--- config.mk ---
export PLATFORM = sky130hd
export DESIGN_NAME = forward_ctrl
export DESIGN_NICKNAME = d
export VERILOG_FILES = /design/src/rtl/forward_ctrl.sv
export SDC_FILE = /design/constraint.sdc
export NUM_CORES = 1
export LEC_CHECK = 0
export ABC_AREA = 1
export ABC_CLOCK_PERIOD_IN_PS = 2800
export CORE_MARGIN = 2
export CORE_UTILIZATION = 30
export DETAILED_ROUTE_END_ITERATION = 8
export GPL_ROUTABILITY_DRIVEN = 0
export SETUP_SLACK_MARGIN = 0.05
export SLEW_MARGIN = 20
export SYNTH_ARGS = -nofsm -noshare
export SYNTH_HDL_FRONTEND = slang
export SYNTH_SLANG_ARGS = --single-unit
--- constraint.sdc ---
create_clock -name clk_i -period 2.8 [get_ports clk_i]
set_input_delay 0.42 -clock clk_i [delete_from_list [all_inputs] [get_ports clk_i]]
set_output_delay 0.42 -clock clk_i [all_outputs]
set_load 0.02 [all_outputs]
--- src/rtl/forward_ctrl.sv ---
// -----------------------------------------------------------------------------
// forward_ctrl
//   Forwarding and hazard controller for a 5-stage RISC-V pipeline. It drives
//   the selects of the ForwardA/ForwardB operand muxes in EX and the load-use
//   stall. It keeps its own shadow copies of the destination-register metadata
//   in ID/EX, EX/MEM and MEM/WB. Two saturating counters track how often
//   forwarding and stalling occur.
//
// Ports
//   clk_i          pipeline clock, rising edge
//   rst_n_i        asynchronous active-low reset
//   ID_rs1_i/ID_rs2_i, ID_rs1_used_i/ID_rs2_used_i
//                  source registers of the ID instruction, and whether each is read
//   ID_rd_i, ID_RegWrite_i, ID_MemRead_i
//                  destination register of the ID instruction, its write enable,
//                  and whether it is a load
//   flush_i        taken branch: the ID instruction enters ID/EX as a bubble
//   ForwardA_o/B_o EX operand selects:
//                    00 = register file, 01 = MEM/WB data, 10 = EX/MEM ALU result
//   stall_o        load-use hazard: hold PC and IF/ID, insert a bubble into ID/EX
//   fwd_cnt_o      number of cycles with either select nonzero (saturating)
//   stall_cnt_o    number of cycles with stall_o high (saturating)
// -----------------------------------------------------------------------------
module forward_ctrl #(
  parameter int REG_AW = 5,
  parameter int CNT_W  = 16
) (
  input  logic              clk_i,
  input  logic              rst_n_i,
  input  logic [REG_AW-1:0] ID_rs1_i,
  input  logic [REG_AW-1:0] ID_rs2_i,
  input  logic              ID_rs1_used_i,
  input  logic              ID_rs2_used_i,
  input  logic [REG_AW-1:0] ID_rd_i,
  input  logic              ID_RegWrite_i,
  input  logic              ID_MemRead_i,
  input  logic              flush_i,
  output logic [1:0]        ForwardA_o,
  output logic [1:0]        ForwardB_o,
  output logic              stall_o,
  output logic [CNT_W-1:0]  fwd_cnt_o,
  output logic [CNT_W-1:0]  stall_cnt_o
);

  typedef enum logic [1:0] {
    FWD_RF    = 2'b00,
    FWD_MEMWB = 2'b01,
    FWD_EXMEM = 2'b10
  } fwd_sel_e;

  typedef struct packed {
    logic [REG_AW-1:0] rs1;
    logic [REG_AW-1:0] rs2;
    logic              rs1_used;
    logic              rs2_used;
    logic [REG_AW-1:0] rd;
    logic              reg_write;
    logic              mem_read;
  } idex_t;

  typedef struct packed {
    logic [REG_AW-1:0] rd;
    logic              reg_write;
  } wr_t;

  idex_t            idex_q,      idex_d;
  wr_t              exmem_q,     exmem_d;
  wr_t              memwb_q,     memwb_d;
  logic [CNT_W-1:0] fwd_cnt_q,   fwd_cnt_d;
  logic [CNT_W-1:0] stall_cnt_q, stall_cnt_d;

  fwd_sel_e fwd_a, fwd_b;
  logic     stall;

  // Priority is EX/MEM first, then MEM/WB. EX/MEM holds the newer value of the
  // register. A write to x0 is never forwarded.
  function automatic fwd_sel_e fwd_select(input logic [REG_AW-1:0] rs,
                                          input logic              used,
                                          input wr_t               exmem,
                                          input wr_t               memwb);
    if (used && exmem.reg_write && (exmem.rd != '0) && (exmem.rd == rs))
      return FWD_EXMEM;
    else if (used && memwb.reg_write && (memwb.rd != '0) && (memwb.rd == rs))
      return FWD_MEMWB;
    else
      return FWD_RF;
  endfunction

  always_comb begin
    // NOTE: every signal written here gets a default value first, so no latch
    // is inferred on any path.
    idex_d      = idex_q;
    exmem_d     = exmem_q;
    memwb_d     = memwb_q;
    fwd_cnt_d   = fwd_cnt_q;
    stall_cnt_d = stall_cnt_q;

    // The selects depend only on the shadow registers, so the EX muxes see no
    // combinational path from the ID inputs.
    fwd_a = fwd_select(idex_q.rs1, idex_q.rs1_used, exmem_q, memwb_q);
    fwd_b = fwd_select(idex_q.rs2, idex_q.rs2_used, exmem_q, memwb_q);

    // Load-use check: the load sitting in ID/EX has no data until MEM. After
    // one bubble, the dependent instruction picks the data up from MEM/WB.
    stall = idex_q.mem_read && (idex_q.rd != '0) &&
            ((ID_rs1_used_i && (ID_rs1_i == idex_q.rd)) ||
             (ID_rs2_used_i && (ID_rs2_i == idex_q.rd)));

    if (stall || flush_i) begin
      idex_d = '0;
    end else begin
      idex_d.rs1       = ID_rs1_i;
      idex_d.rs2       = ID_rs2_i;
      idex_d.rs1_used  = ID_rs1_used_i;
      idex_d.rs2_used  = ID_rs2_used_i;
      idex_d.rd        = ID_rd_i;
      idex_d.reg_write = ID_RegWrite_i;
      idex_d.mem_read  = ID_MemRead_i;
    end

    exmem_d.rd        = idex_q.rd;
    exmem_d.reg_write = idex_q.reg_write;
    memwb_d           = exmem_q;

    // The counters saturate at all-ones instead of wrapping.
    if (((fwd_a != FWD_RF) || (fwd_b != FWD_RF)) && (fwd_cnt_q != '1))
      fwd_cnt_d = fwd_cnt_q + CNT_W'(1);
    if (stall && (stall_cnt_q != '1))
      stall_cnt_d = stall_cnt_q + CNT_W'(1);
  end

  // NOTE: state is written with non-blocking assignments, so every flop samples
  // its _d value from before this edge.
  always_ff @(posedge clk_i or negedge rst_n_i) begin
    if (!rst_n_i) begin
      idex_q      <= '0;
      exmem_q     <= '0;
      memwb_q     <= '0;
      fwd_cnt_q   <= '0;
      stall_cnt_q <= '0;
    end else begin
      idex_q      <= idex_d;
      exmem_q     <= exmem_d;
      memwb_q     <= memwb_d;
      fwd_cnt_q   <= fwd_cnt_d;
      stall_cnt_q <= stall_cnt_d;
    end
  end

  assign ForwardA_o  = fwd_a;
  assign ForwardB_o  = fwd_b;
  assign stall_o     = stall;
  assign fwd_cnt_o   = fwd_cnt_q;
  assign stall_cnt_o = stall_cnt_q;

endmodule
==> qor.txt <==
Synth Area in Compound Gates: 1.65%
Syn Nets: 519
RSZ-0062 raised after global routing: false
DR DRC count: 3
setup TNS: 0 ns
top sig layer: met4
area share of fa/ha/maj cells after synthesis: 0.701%
Resized Gates After CTS: 0
post-synthesis cell area: 0.00357 mm^2
IO buf count: 58
post-synthesis xor/xnor area fraction: 4.91%
Setup crit end: stall_o
Placed Cells: 690
FF+latch count, synth: 63
via count: 3,263
Routed Antenna Nets: 0
largest net degree at the start of global routing: 30
vias in the first global route: 3,178
chip width: 113 um
TritonRoute pass-1 iters: 9
status: finished, violations left
clk_lat worst skew: 0.33 ns
Syn Inst Count: 495
Setup CP Type: flip-flop to primary output
most frequent cells in the layout: nand2_1 (170), nor2_1 (65), inv_1 (63), dfrtp_1 (63), clkdlybuf4s50_1 (57)
layout cells sized above 1: 7.46%
# IOs: 59
Ys Warns: 0
clock root cell: clkbuf_16
die area: 0.0128 mm^2
Least-Margin Pin Slew: 0.603 ns
commonest non-fill, non-tap cell in the layout: nand2_1
clk_skew: 0.00580 ns
post-synthesis simple-gate area fraction: 39.3%
initial antenna violation count: 0
Static Leak: 2.29 nW
fill count: 1,202
Via density: 4.62
Final Critical Period: 2.55 ns
fin crit share: 91.0%
M1 wire length: 4.07 mm
syn_area_per_cell: 7.21 um^2
Hold-fix buffers, CTS: 0
Die H: 113 um
total CTS buffers: 9
Register Area: 0.00158 mm^2
Worst EP required: 2.38 ns
# clock sinks: 63
CTS H-tree depth: 3
mean routed wirelength per cell: 12.3 um
Power Density: 551 mW/mm^2
Ant. Diodes: 0
first-pass GRT wire length: 14.8 mm
core area: 0.0115 mm^2
Final nets: 582
Seq/Total Area, Yosys: 44.2%
CP Launch Type: flip-flop
worst r2r src: stall_cnt_o[0]
Netlist cell types: 28
max-cap violation count: 0
Worst-path clk slew: 0.05 ns
Bufs on Longest Clock Path: 2
initial core utilization: 31.0%
fmax: 393 MHz
CTS tree: yes
reg-to-reg setup timing slack: 0.71 ns
placed wire-length estimate: 6.33 mm
gr usage total: 14.2%
aggregate global routing overflow: 0
Non-Filler Instances: 706
worst-case reg-to-reg path depth: 7
met2 WL post-DR: 4.17 mm
Final Hold Vio Count: 0
Crit Path Max Fanout: 18
Max VDD drop: 0.298 mV
Multi-input gate area: 0.00166 mm^2
Final setup viols: 0
main combinational cell family by area after synthesis: simple AND/OR/NAND/NOR gates
min-delay worst type: input pin to asynchronous set/reset pin
routed wl met3: 302 um
Max Slew Vio Count: 0
post-synthesis mux area share: 0%
initial drt markers: 162
Worst Setup SP: exmem_d[2]
FF-to-FF End: stall_cnt_o[0]
site row count: 39
synth-to-layout area growth: 29.2%
failing checks: design-rule violations
Rel. slew slack: 59.8%
Post-CTS Setup Inserts: 0
WP data arrival: 2.13 ns
Crit. End Element: primary output
final wirelength: 8.70 mm
registers in the layout, summed over array words and instances (netlist names):
register and cells:
exmem_q 6, exmem_d 6, memwb_q 6, stall_cnt_o 16, idex_q 13, fwd_cnt_o 16
logic make-up after synthesis:
group,count (synthesis)
compound gates,11
xor+xnor,20
fa+ha+maj,2
buf+inv,79
flops,63
simple gates,320
per-layer routing:
layer	up-vias	track usage, %
li1	1661	-
met2	71	24.0
met1	1516	18.3
met4	0	6.10
met5	-	0
met3	15	2.09
metrics by stage:
stage	hold WS [ns]	setup slack [ns]	total power [mW]	area (um^2)	util, %
3_3_place_gp	0.337	0.262	1.31	4280	37.1
4_1_cts	0.120	0.206	2.56	4610	40.0
5_1_grt	0.153	0.111	2.65	4610	40.0
3_5_place_dp	0.335	0.267	1.31	4280	37.1
2_1_floorplan	0.124	1.12	1.17	3570	-
6_report	0.0978	0.253	2.54	4610	40.0
cell usage after synthesis (all sizes together):
| master | count | share of area (%) |
|---|---|---|
| nand2 | 175 | 19 |
| inv | 70 | 7.4 |
| nor2 | 69 | 7.7 |
| dfrtp | 63 | 44 |
| nand3 | 35 | 5.2 |
| nand4 | 25 | 4.6 |
| xor2 | 15 | 3.7 |
| nor3 | 14 | 2.6 |
| buf | 9 | 1.9 |
| o21ai | 5 | 0.70 |
| xnor2 | 5 | 1.2 |
| a21oi | 3 | 0.42 |
| o22ai | 3 | 0.53 |
| ha | 2 | 0.70 |
| nand3b | 1 | 0.21 |
| nor3b | 1 | 0.21 |
where the power goes:
part | internal, mW | switching, mW | total (mW)
Sequential | 0.957 | 0.0595 | 1.02
Clock | 0.826 | 0.419 | 1.24
Combinational | 0.122 | 0.158 | 0.280
Total | 1.90 | 0.637 | 2.54
how the worst min path moves through the flow:
stage	start	endpoint	slack, ns	cells after the start
2_1_floorplan	rst_n_i	exmem_d[0]	0.12	0
3_3_place_gp	exmem_d[0]	exmem_q[0]	0.34	0
3_5_place_dp	exmem_d[0]	exmem_q[0]	0.33	0
4_1_cts	rst_n_i	exmem_d[2]	0.12	1
5_1_grt	rst_n_i	exmem_d[2]	0.15	1
6_report	rst_n_i	exmem_d[3]	0.1	1
final cells by class:
cell class                 count  area share [%]
clock buffer                  11            5.48
clock inverter                 5            1.74
inverter                      70            5.70
multi-input combinational    353            36.0
sequential                    63            34.2
tap                          143            3.88
timing repair buffer          61            13.0
worst max-delay path: stages (launching register included):
cell and delay, ns:
dfrtp_1 0.43, inv_1 0.10, nand3_1 0.09, o21ai_0 0.09
inv_2 0.28, nand2_1 0.14, inv_1 0.07, clkdlybuf4s50_1 0.59
Note: power is estimated with default switching activity, not from simulation.
